==> src/rtl/image_pkg.sv <==
// ---------------------------------------------------------------------------
// image_pkg
// Shared definitions for the image sweep master: default memory geometry and
// the sweep FSM state encoding.
//
// Contents:
//   IMG_ADDR_W     default memory word-address width
//   IMG_DATA_W     default memory word width (8 bytes per word)
//   IMG_LAST_ADDR  default highest valid memory word address
//   sweep_state_t  FSM states of the sweep master
// ---------------------------------------------------------------------------
package image_pkg;

    localparam int IMG_ADDR_W    = 16;
    localparam int IMG_DATA_W    = 64;
    localparam int IMG_LAST_ADDR = 15450;

    // One word costs a READ and a WRITE cycle; SAVE/WAIT_SAVE hand the image
    // to the memory and FINISH is the single cycle in which done/error show.
    typedef enum logic [2:0] {
        IDLE,
        READ,
        WRITE,
        SAVE,
        WAIT_SAVE,
        FINISH
    } sweep_state_t;

endpackage

==> src/rtl/sat_add8.sv <==
// ---------------------------------------------------------------------------
// sat_add8
// Adds two unsigned bytes and clamps the result at 255.
//
// Ports:
//   a    in   8  pixel byte
//   b    in   8  brightness offset
//   sum  out  8  min(255, a + b)
// ---------------------------------------------------------------------------
module sat_add8 (
    input  logic [7:0] a,
    input  logic [7:0] b,
    output logic [7:0] sum
);

    logic [8:0] wide;

    // The ninth bit is the carry out; any carry means the true sum exceeds 255.
    assign wide = {1'b0, a} + {1'b0, b};
    assign sum  = wide[8] ? 8'hFF : wide[7:0];

endmodule

==> src/rtl/image_sweep_master.sv <==
// ---------------------------------------------------------------------------
// image_sweep_master
// Walks a contiguous range of image memory words, brightens every byte with a
// saturating add, writes each word back in place, then asks the memory to save
// the image and waits (bounded) for its acknowledge.
//
// Parameters:
//   ADDR_W        memory word-address width
//   DATA_W        memory word width, a multiple of 8
//   LAST_ADDR     highest valid memory word address
//   SAVE_TIMEOUT  cycles to wait for doneSaving before flagging an error
//
// Ports:
//   clk          in   1       rising-edge clock
//   rst          in   1       synchronous active-high reset
//   start        in   1       one-cycle sweep request (ignored while busy)
//   baseAddr     in   ADDR_W  first word of the sweep
//   wordCount    in   ADDR_W  number of words to process
//   brightness   in   8       value added to every byte
//   address      out  ADDR_W  memory word address
//   readData     in   DATA_W  combinational read data for address
//   writeData    out  DATA_W  memory write data
//   writeEnable  out  1       memory write strobe
//   save         out  1       one-cycle image-save request
//   doneSaving   in   1       save-complete acknowledge (level)
//   busy         out  1       sweep in progress
//   done         out  1       one-cycle pulse on successful completion
//   error        out  1       range violation or save timeout, sticky
// ---------------------------------------------------------------------------
module image_sweep_master
    import image_pkg::*;
#(
    parameter int ADDR_W       = IMG_ADDR_W,
    parameter int DATA_W       = IMG_DATA_W,
    parameter int LAST_ADDR    = IMG_LAST_ADDR,
    parameter int SAVE_TIMEOUT = 1024
) (
    input  logic              clk,
    input  logic              rst,
    input  logic              start,
    input  logic [ADDR_W-1:0] baseAddr,
    input  logic [ADDR_W-1:0] wordCount,
    input  logic [7:0]        brightness,
    output logic [ADDR_W-1:0] address,
    input  logic [DATA_W-1:0] readData,
    output logic [DATA_W-1:0] writeData,
    output logic              writeEnable,
    output logic              save,
    input  logic              doneSaving,
    output logic              busy,
    output logic              done,
    output logic              error
);

    localparam int LANES   = DATA_W / 8;
    localparam int TIMER_W = $clog2(SAVE_TIMEOUT + 1);

    localparam logic [ADDR_W:0]    LAST_ADDR_EXT = (ADDR_W + 1)'(LAST_ADDR);
    localparam logic [TIMER_W-1:0] TIMER_LAST    = TIMER_W'(SAVE_TIMEOUT - 1);

    sweep_state_t      state;
    logic [ADDR_W-1:0] remaining;
    logic [7:0]        bright_reg;
    logic [DATA_W-1:0] captured_word;
    logic [DATA_W-1:0] transformed;
    logic [TIMER_W-1:0] save_timer;
    logic [ADDR_W:0]   sweep_end;
    logic              out_of_range;

    // The last address touched is computed one bit wider than the address so
    // that a range running past the top of the address space cannot wrap back
    // into a small, apparently legal value.
    assign sweep_end    = {1'b0, baseAddr} + {1'b0, wordCount} - (ADDR_W + 1)'(1);
    assign out_of_range = (wordCount != '0) && (sweep_end > LAST_ADDR_EXT);

    // One saturating adder per byte lane; lanes never carry into each other.
    for (genvar lane = 0; lane < LANES; lane++) begin : g_lane
        sat_add8 u_sat_add8 (
            .a   (captured_word[8*lane +: 8]),
            .b   (bright_reg),
            .sum (transformed[8*lane +: 8])
        );
    end

    // Write data only leaves the block during WRITE, so the bus reads zero
    // after reset and whenever no write is being issued.
    assign writeData = (state == WRITE) ? transformed : '0;

    // Sweep sequencer. The strobes writeEnable, save and done default low
    // every cycle and are raised only on the edge entering the state that
    // owns them, which makes each of them exactly one cycle wide. address
    // doubles as the word pointer, so READ and WRITE see the same address.
    always_ff @(posedge clk) begin
        if (rst) begin
            state         <= IDLE;
            address       <= '0;
            remaining     <= '0;
            bright_reg    <= '0;
            captured_word <= '0;
            save_timer    <= '0;
            writeEnable   <= 1'b0;
            save          <= 1'b0;
            busy          <= 1'b0;
            done          <= 1'b0;
            error         <= 1'b0;
        end else begin
            writeEnable <= 1'b0;
            save        <= 1'b0;
            done        <= 1'b0;

            case (state)
                IDLE: begin
                    if (start) begin
                        busy       <= 1'b1;
                        error      <= 1'b0;
                        address    <= baseAddr;
                        remaining  <= wordCount;
                        bright_reg <= brightness;
                        if (out_of_range) begin
                            error <= 1'b1;
                            state <= FINISH;
                        end else if (wordCount == '0) begin
                            save  <= 1'b1;
                            state <= SAVE;
                        end else begin
                            state <= READ;
                        end
                    end
                end

                READ: begin
                    captured_word <= readData;
                    writeEnable   <= 1'b1;
                    state         <= WRITE;
                end

                WRITE: begin
                    address   <= address + ADDR_W'(1);
                    remaining <= remaining - ADDR_W'(1);
                    if (remaining == ADDR_W'(1)) begin
                        save  <= 1'b1;
                        state <= SAVE;
                    end else begin
                        state <= READ;
                    end
                end

                SAVE: begin
                    save_timer <= '0;
                    state      <= WAIT_SAVE;
                end

                // The acknowledge is checked before the timeout so that an
                // acknowledge arriving in the last allowed cycle still counts.
                WAIT_SAVE: begin
                    if (doneSaving) begin
                        done  <= 1'b1;
                        state <= FINISH;
                    end else if (save_timer == TIMER_LAST) begin
                        error <= 1'b1;
                        state <= FINISH;
                    end else begin
                        save_timer <= save_timer + TIMER_W'(1);
                    end
                end

                FINISH: begin
                    busy  <= 1'b0;
                    state <= IDLE;
                end

                default: begin
                    busy  <= 1'b0;
                    state <= IDLE;
                end
            endcase
        end
    end

endmodule

==> config.mk <==
export PLATFORM = sky130hd
export DESIGN_NAME = image_sweep_master
export DESIGN_NICKNAME = d
export VERILOG_FILES = /design/src/rtl/image_pkg.sv /design/src/rtl/sat_add8.sv /design/src/rtl/image_sweep_master.sv
export SDC_FILE = /design/constraint.sdc
export NUM_CORES = 1
export LEC_CHECK = 0
export CORE_ASPECT_RATIO = 1.5
export CORE_MARGIN = 2
export CORE_UTILIZATION = 30
export CTS_CLUSTER_DIAMETER = 200
export CTS_CLUSTER_SIZE = 8
export DETAILED_ROUTE_END_ITERATION = 12
export PLACE_DENSITY = 0.59
export SYNTH_ARGS = -nofsm -noshare
export SYNTH_HDL_FRONTEND = slang
export SYNTH_HIERARCHICAL = 1
export SYNTH_SLANG_ARGS = --single-unit
==> constraint.sdc <==
create_clock -name clk -period 3.8 [get_ports clk]
set_input_delay 0.76 -clock clk [delete_from_list [all_inputs] [get_ports clk]]
set_output_delay 0.76 -clock clk [all_outputs]
set_load 0.02 [all_outputs]
* Word level (Yosys, flattened, before mapping)
Cells that the tools add are included.
Word-level totals: flip-flop bits (word level) 123, input port bits 108, output and inout port bits 85, word-level logic and storage cells 90
Cells by class: add/subtract/negate cells 13, $lt $le $gt $ge 1, eq/ne operators 11, muxes and demuxes 37, bitwise logic cells 2, reduce and logical (&&, ||, !) cells 15
Operators by type and width (number):
- adder 8 x 8 -> 9 bit | 8
- two-way mux 64 bit | 1
- two-way mux 8 bit | 8
- case mux 16 bit (2 select lines) | 2
- two-way mux 16 bit | 2
- two-way mux 11 bit | 2
- case mux 11 bit (2 select lines) | 1
- adder 16 x 16 -> 17 bit | 1
- > comparator 17 x 14 -> 1 bit (second input constant) | 1
- subtractor 17 x 1 -> 17 bit (second input constant) | 1
- adder 16 x 1 -> 16 bit (second input constant) | 1
- equality test 16 x 1 -> 1 bit (second input constant) | 1
- logical NOT 16 bit | 1
- nonzero test 16 bit | 1
- subtractor 16 x 1 -> 16 bit (second input constant) | 1
- case mux 3 bit (5 select lines) | 1
- two-way mux 3 bit | 4
- adder 11 x 1 -> 11 bit (second input constant) | 1
- equality test 11 x 10 -> 1 bit (second input constant) | 1
- two-way mux 1 bit | 11
- inequality test 2 bit (second input constant) | 4
- AND reduction 2 bit | 4
- equality test 3 x 2 -> 1 bit (second input constant) | 2
- case mux 1 bit (2 select lines) | 3
- 12 further kinds | 16

* Depth between registers and ports, before layout
depth after elaboration 7, depth in mapped cells 14, mapped depth without buffers 14

* By module
The synthesis kept the hierarchy.
Modules (own cells, without submodules):
- image_sweep_master | instances 1, cells each 897, area an instance 6637.6 sq um, sequential area each 2462.4 sq um
- sat_add8 at g_lane[0].u_sat_add8 ... | instances 6, cells each 48, area an instance 390.4 sq um, sequential area each 0.0 sq um
- sat_add8 at g_lane[6].u_sat_add8 ... | instances 2, cells each 48, area an instance 384.1 sq um, sequential area each 0.0 sq um

* Worst setup path after synthesis
Ideal clock, no wire load.
path kind input -> register, start input port baseAddr[1], end register state[2], arrival time 3.283 ns, required time 3.663 ns, setup slack 0.380 ns, stages 14, cell sequence inv_1 -> ha_1 -> inv_1 -> ha_1 -> inv_1 -> fa_1 -> nor2b_1 -> o21ai_1 -> and3b_1 -> a2111oi_2 -> nor2_1 -> or4_1 -> a32oi_1 -> o221ai_1
Between the ends: word-level cells in the longest chain between the ends 7
Ends and longest elaborated chain:
- from (decl) | line image_sweep_master.sv:41 | input logic [ADDR_W-1:0] baseAddr,
- adder 16 x 16 -> 17 bit | line image_sweep_master.sv:73 | assign sweep_end = {1'b0, baseAddr} + {1'b0, wordCount} - (ADDR_W + 1)'(1);
- subtractor 17 x 1 -> 17 bit | line image_sweep_master.sv:73
- > comparator 17 x 14 -> 1 bit | line image_sweep_master.sv:74 | assign out_of_range = (wordCount != '0) && (sweep_end > LAST_ADDR_EXT);
- logical AND 1 bit | line image_sweep_master.sv:74
- two-way mux 3 bit | line image_sweep_master.sv:119 | if (out_of_range) begin
- two-way mux 3 bit | line image_sweep_master.sv:113 | if (start) begin
- case mux 3 bit (5 select lines) | line image_sweep_master.sv:111 | case (state)
- to (signal assigned) | line image_sweep_master.sv:121 | state <= FINISH;
- to (signal assigned) | line image_sweep_master.sv:124 | state <= SAVE;
- to (signal assigned) | line image_sweep_master.sv:126 | state <= READ;
- to (decl) | line image_sweep_master.sv:61 | sweep_state_t state;
No other way between the ends. The select of a mux whose other input is x is not followed. A chain may end at the register's enable or synchronous reset.

* Worst setup path after layout
start register bright_reg[0], end output port writeData[55]
Between the ends: word-level cells in the longest chain between the ends 3
Ends and longest elaborated chain:
- from (decl) | line image_sweep_master.sv:63 | logic [7:0] bright_reg;
- from (signal assigned) | line image_sweep_master.sv:118 | bright_reg <= brightness;
- adder 8 x 8 -> 9 bit | line sat_add8.sv:19 | assign wide = {1'b0, a} + {1'b0, b};
- two-way mux 8 bit | line sat_add8.sv:20 | assign sum = wide[8] ? 8'hFF : wide[7:0];
- named net transformed[55] | line image_sweep_master.sv:65 | logic [DATA_W-1:0] transformed;
- two-way mux 64 bit | line image_sweep_master.sv:87 | assign writeData = (state == WRITE) ? transformed : '0;
- to (decl) | line image_sweep_master.sv:46 | output logic [DATA_W-1:0] writeData,
The timed path passes the listed nets, and every way through them passes these cells.

==> results.py <==
metrics = {
    "status": {
        "outcome": "completed",
    },
    "place": {
        "dp_slack_ps": -555,
        "place_area_um2": 12300,
        "io_buffer_count": 192,
        "dp.final_hpwl_mm": 23.3,
        "place_congestion": 0.864,
    },
    "timing": {
        "setup_ws_ps": 53.8,
        "setup_viol_count_final": 0,
        "finalMaxSlewViolations": 0,
        "hold_viol_final": 0,
        "max_freq_mhz": 267,
        "period_minus_slack_ps": 3750,
        "holdWs_ps": 460,
        "fin_crit_sh": 0.986,
        "slew_headroom": 0.303,
        "setup-tns-final_ps": 0,
        "tightest_slew_ps": 1050,
        "finClkSkew_ps": 12.7,
    },
    "routing": {
        "drc": 0,
        "dr_total_vias": 9885,
        "drt_iter0_drc": 409,
        "dr.pass1.iters": 5,
        "ant_nets": 0,
        "routed_wl_mm": 31.7,
        "via_per_inst": 5.24,
        "wire_per_inst_um": 16.8,
    },
    "layout": {
        "syn2layout_area_growth_pct": 32.7,
        "antennaDiodeCount": 0,
        "layout.nets": 1681,
        "fillers": 3271,
        "regMostFlops": "captured_word",
        "final_common_cell": "nand2_1",
        "layout-drive-gt1-share": 0.104,
        "final_cell_area_um2": 12900,
        "final_cell_mix": "nand2_1 (218), clkdlybuf4s50_1 (159), a21oi_1 (157), dfxtp_1 (118), ha_1 (98)",
        "reg.largest.list": "captured_word x64, address x16, remaining x16",
        "fin_util": 0.405,
        "largest_register_ffs": 64,
    },
    "floorplan": {
        "die_w_um": 151,
        "std_cell_rows": 80,
        "die_y_um": 225,
        "core_um2": 31900,
        "initial_core_util": 0.305,
        "dieArea_um2": 34000,
        "pin_count": 193,
    },
    "logic_synthesis": {
        "synth-seq-cells": 123,
        "synth_area_leaders": "dfxtp_1 (25%), ha_1 (13%), nand2_1 (8.4%)",
        "seq_area_frac_synth": 0.253,
        "ys.warnings.count": 6,
        "async_flop_share": 0,
        "synth_cell_types": 63,
        "syn_avg_cell_area_um2": 7.61,
        "yosys.area.top_type": "dfxtp_1",
        "synth_fp_nets": 1497,
        "synth_edf_count": 0,
        "syn_area_um2": 9750,
        "syn_inst": 1281,
        "yosysTopAreaCellShare": 0.253,
        "synth_ff_type": "dfxtp_1",
    },
    "clocking": {
        "cts_tree": "done",
        "clock-sinks": 123,
        "ctsLongestPathBuffers": 2,
        "clkLatencyLatePin_ps": 430,
        "cts-root-buf": "clkbuf_16",
        "htreeDepth": 4,
        "cts_made_buffers": 17,
        "post-cts-setup-buffers": 0,
        "hold_buffers": 0,
        "clk_pin_slew_worst_paths_ps": 60,
    },
    "hold_path": {
        "min_path_type": "reg -> reg",
    },
    "global_routing": {
        "grt_max_degree": 87,
        "grt_pass1_vias": 9900,
        "busiest_layer": "met2",
        "grt_use_met1": 0.195,
        "use_met2": 0.359,
        "grt_pass1_wl_mm": 49.7,
        "antenna_found_initial": 1,
        "grt-ovfl-total": 0,
        "grt_util_all_layers": 0.186,
        "grt_use_met3": 0.0284,
    },
    "run": {
        "cap_violations": 0,
    },
    "setup_path": {
        "cp-start-kind": "register",
        "crit_fanout": 6,
        "arrival_ps": 2990,
        "end_kind": "output port",
        "cp_data_required_time_ps": 3040,
        "critPathKind": "reg -> out",
    },
    "pwr": {
        "p_leak_nw": 6.13,
        "ir_drop_v": 0.000303,
        "pwr_density_cell_nw_per_um2": 392,
    },
}
-- cell type report --
| class | instances | area (um^2) | area share |
|---|---|---|---|
| multi-input combinational | 1012 | 6800 | 0.526 |
| sequential | 123 | 2470 | 0.191 |
| timing repair buffer | 224 | 2210 | 0.171 |
| tap | 410 | 513 | 0.0396 |
| clock buffer | 19 | 443 | 0.0342 |
| inverter | 87 | 327 | 0.0252 |
| clock inverter | 12 | 173 | 0.0133 |
-- final timing paths --
| path | start | end | slack (ps) | cells after the start |
|---|---|---|---|---|
| worst max-delay path | bright_reg[0] | writeData[55] | 50 | 8 |
| worst min-delay path | captured_word[55] | captured_word[55] | 460 | 2 |
| worst max register to register | state[2] | save | 820 | 5 |
| worst min register to register | captured_word[55] | captured_word[55] | 460 | 2 |
-- cell usage after synthesis (all sizes together), types with 6 or more instances --
library cell,instances
a2111oi,9
a211oi,7
a21o,21
a21oi,167
a31oi,7
and3,78
buf,9
clkbuf,50
dfxtp,123
fa,9
ha,99
inv,87
mux2i,9
nand2,224
nand2b,23
nand3,47
nand4,9
nor2,76
nor2b,6
nor3,21
nor4,18
nor4b,16
o2111a,8
o211a,8
o21a,9
o21ai,24
o311a,8
o31ai,10
xnor2,14
xor2,37
-- power breakdown --
part | leakage (nW) | total, mW | internal, mW | switching, mW
logic | 4.82 | 1.76 | 0.765 | 0.991
clock network | 0.299 | 1.75 | 1.11 | 0.642
registers | 1.01 | 1.57 | 1.42 | 0.149
-- stage by stage --
step	instances	total power [mW]
floorplan	1281	2.71
global placement	1856	3.31
detailed placement	1856	3.34
CTS	1887	5.12
global route	1887	5.37
finish	1887	5.08
-- per-layer routing --
layer,part of all wire,routed length (um)
met2,0.53,16900
met1,0.39,12300
met5,0.00041,13
met3,0.042,1350
met4,0.035,1120
-- worst max-delay path, cell delays in order, from the launching register on --
cell and delay (ps):
dfxtp_2 380, ha_1 230, fa_1 430, a21o_1 220, nor2_1 130, nor4b_2 280
o31ai_1 160, and3_1 180, clkdlybuf4s50_1 540
-- kinds of logic after synthesis --
kind of cell	after synthesis	share of synthesized area
XOR/XNOR	51	0.0458
adder cells (fa/ha/maj)	108	0.146
flip-flops	123	0.253
multiplexers	10	0.0104
buffers and inverters	146	0.0562
AND/OR/NAND/NOR	538	0.281
AO/OA/AOI/OAI	305	0.208
-- what timing repair did --
| action | 4_1_cts | 5_1_grt |
|---|---|---|
| gates resized for setup | 31 | 14 |
| pin swaps | 1 | 3 |
| endpoints found under the setup margin | 64 | 15 |
Note: power is estimated with default switching activity, not from simulation.
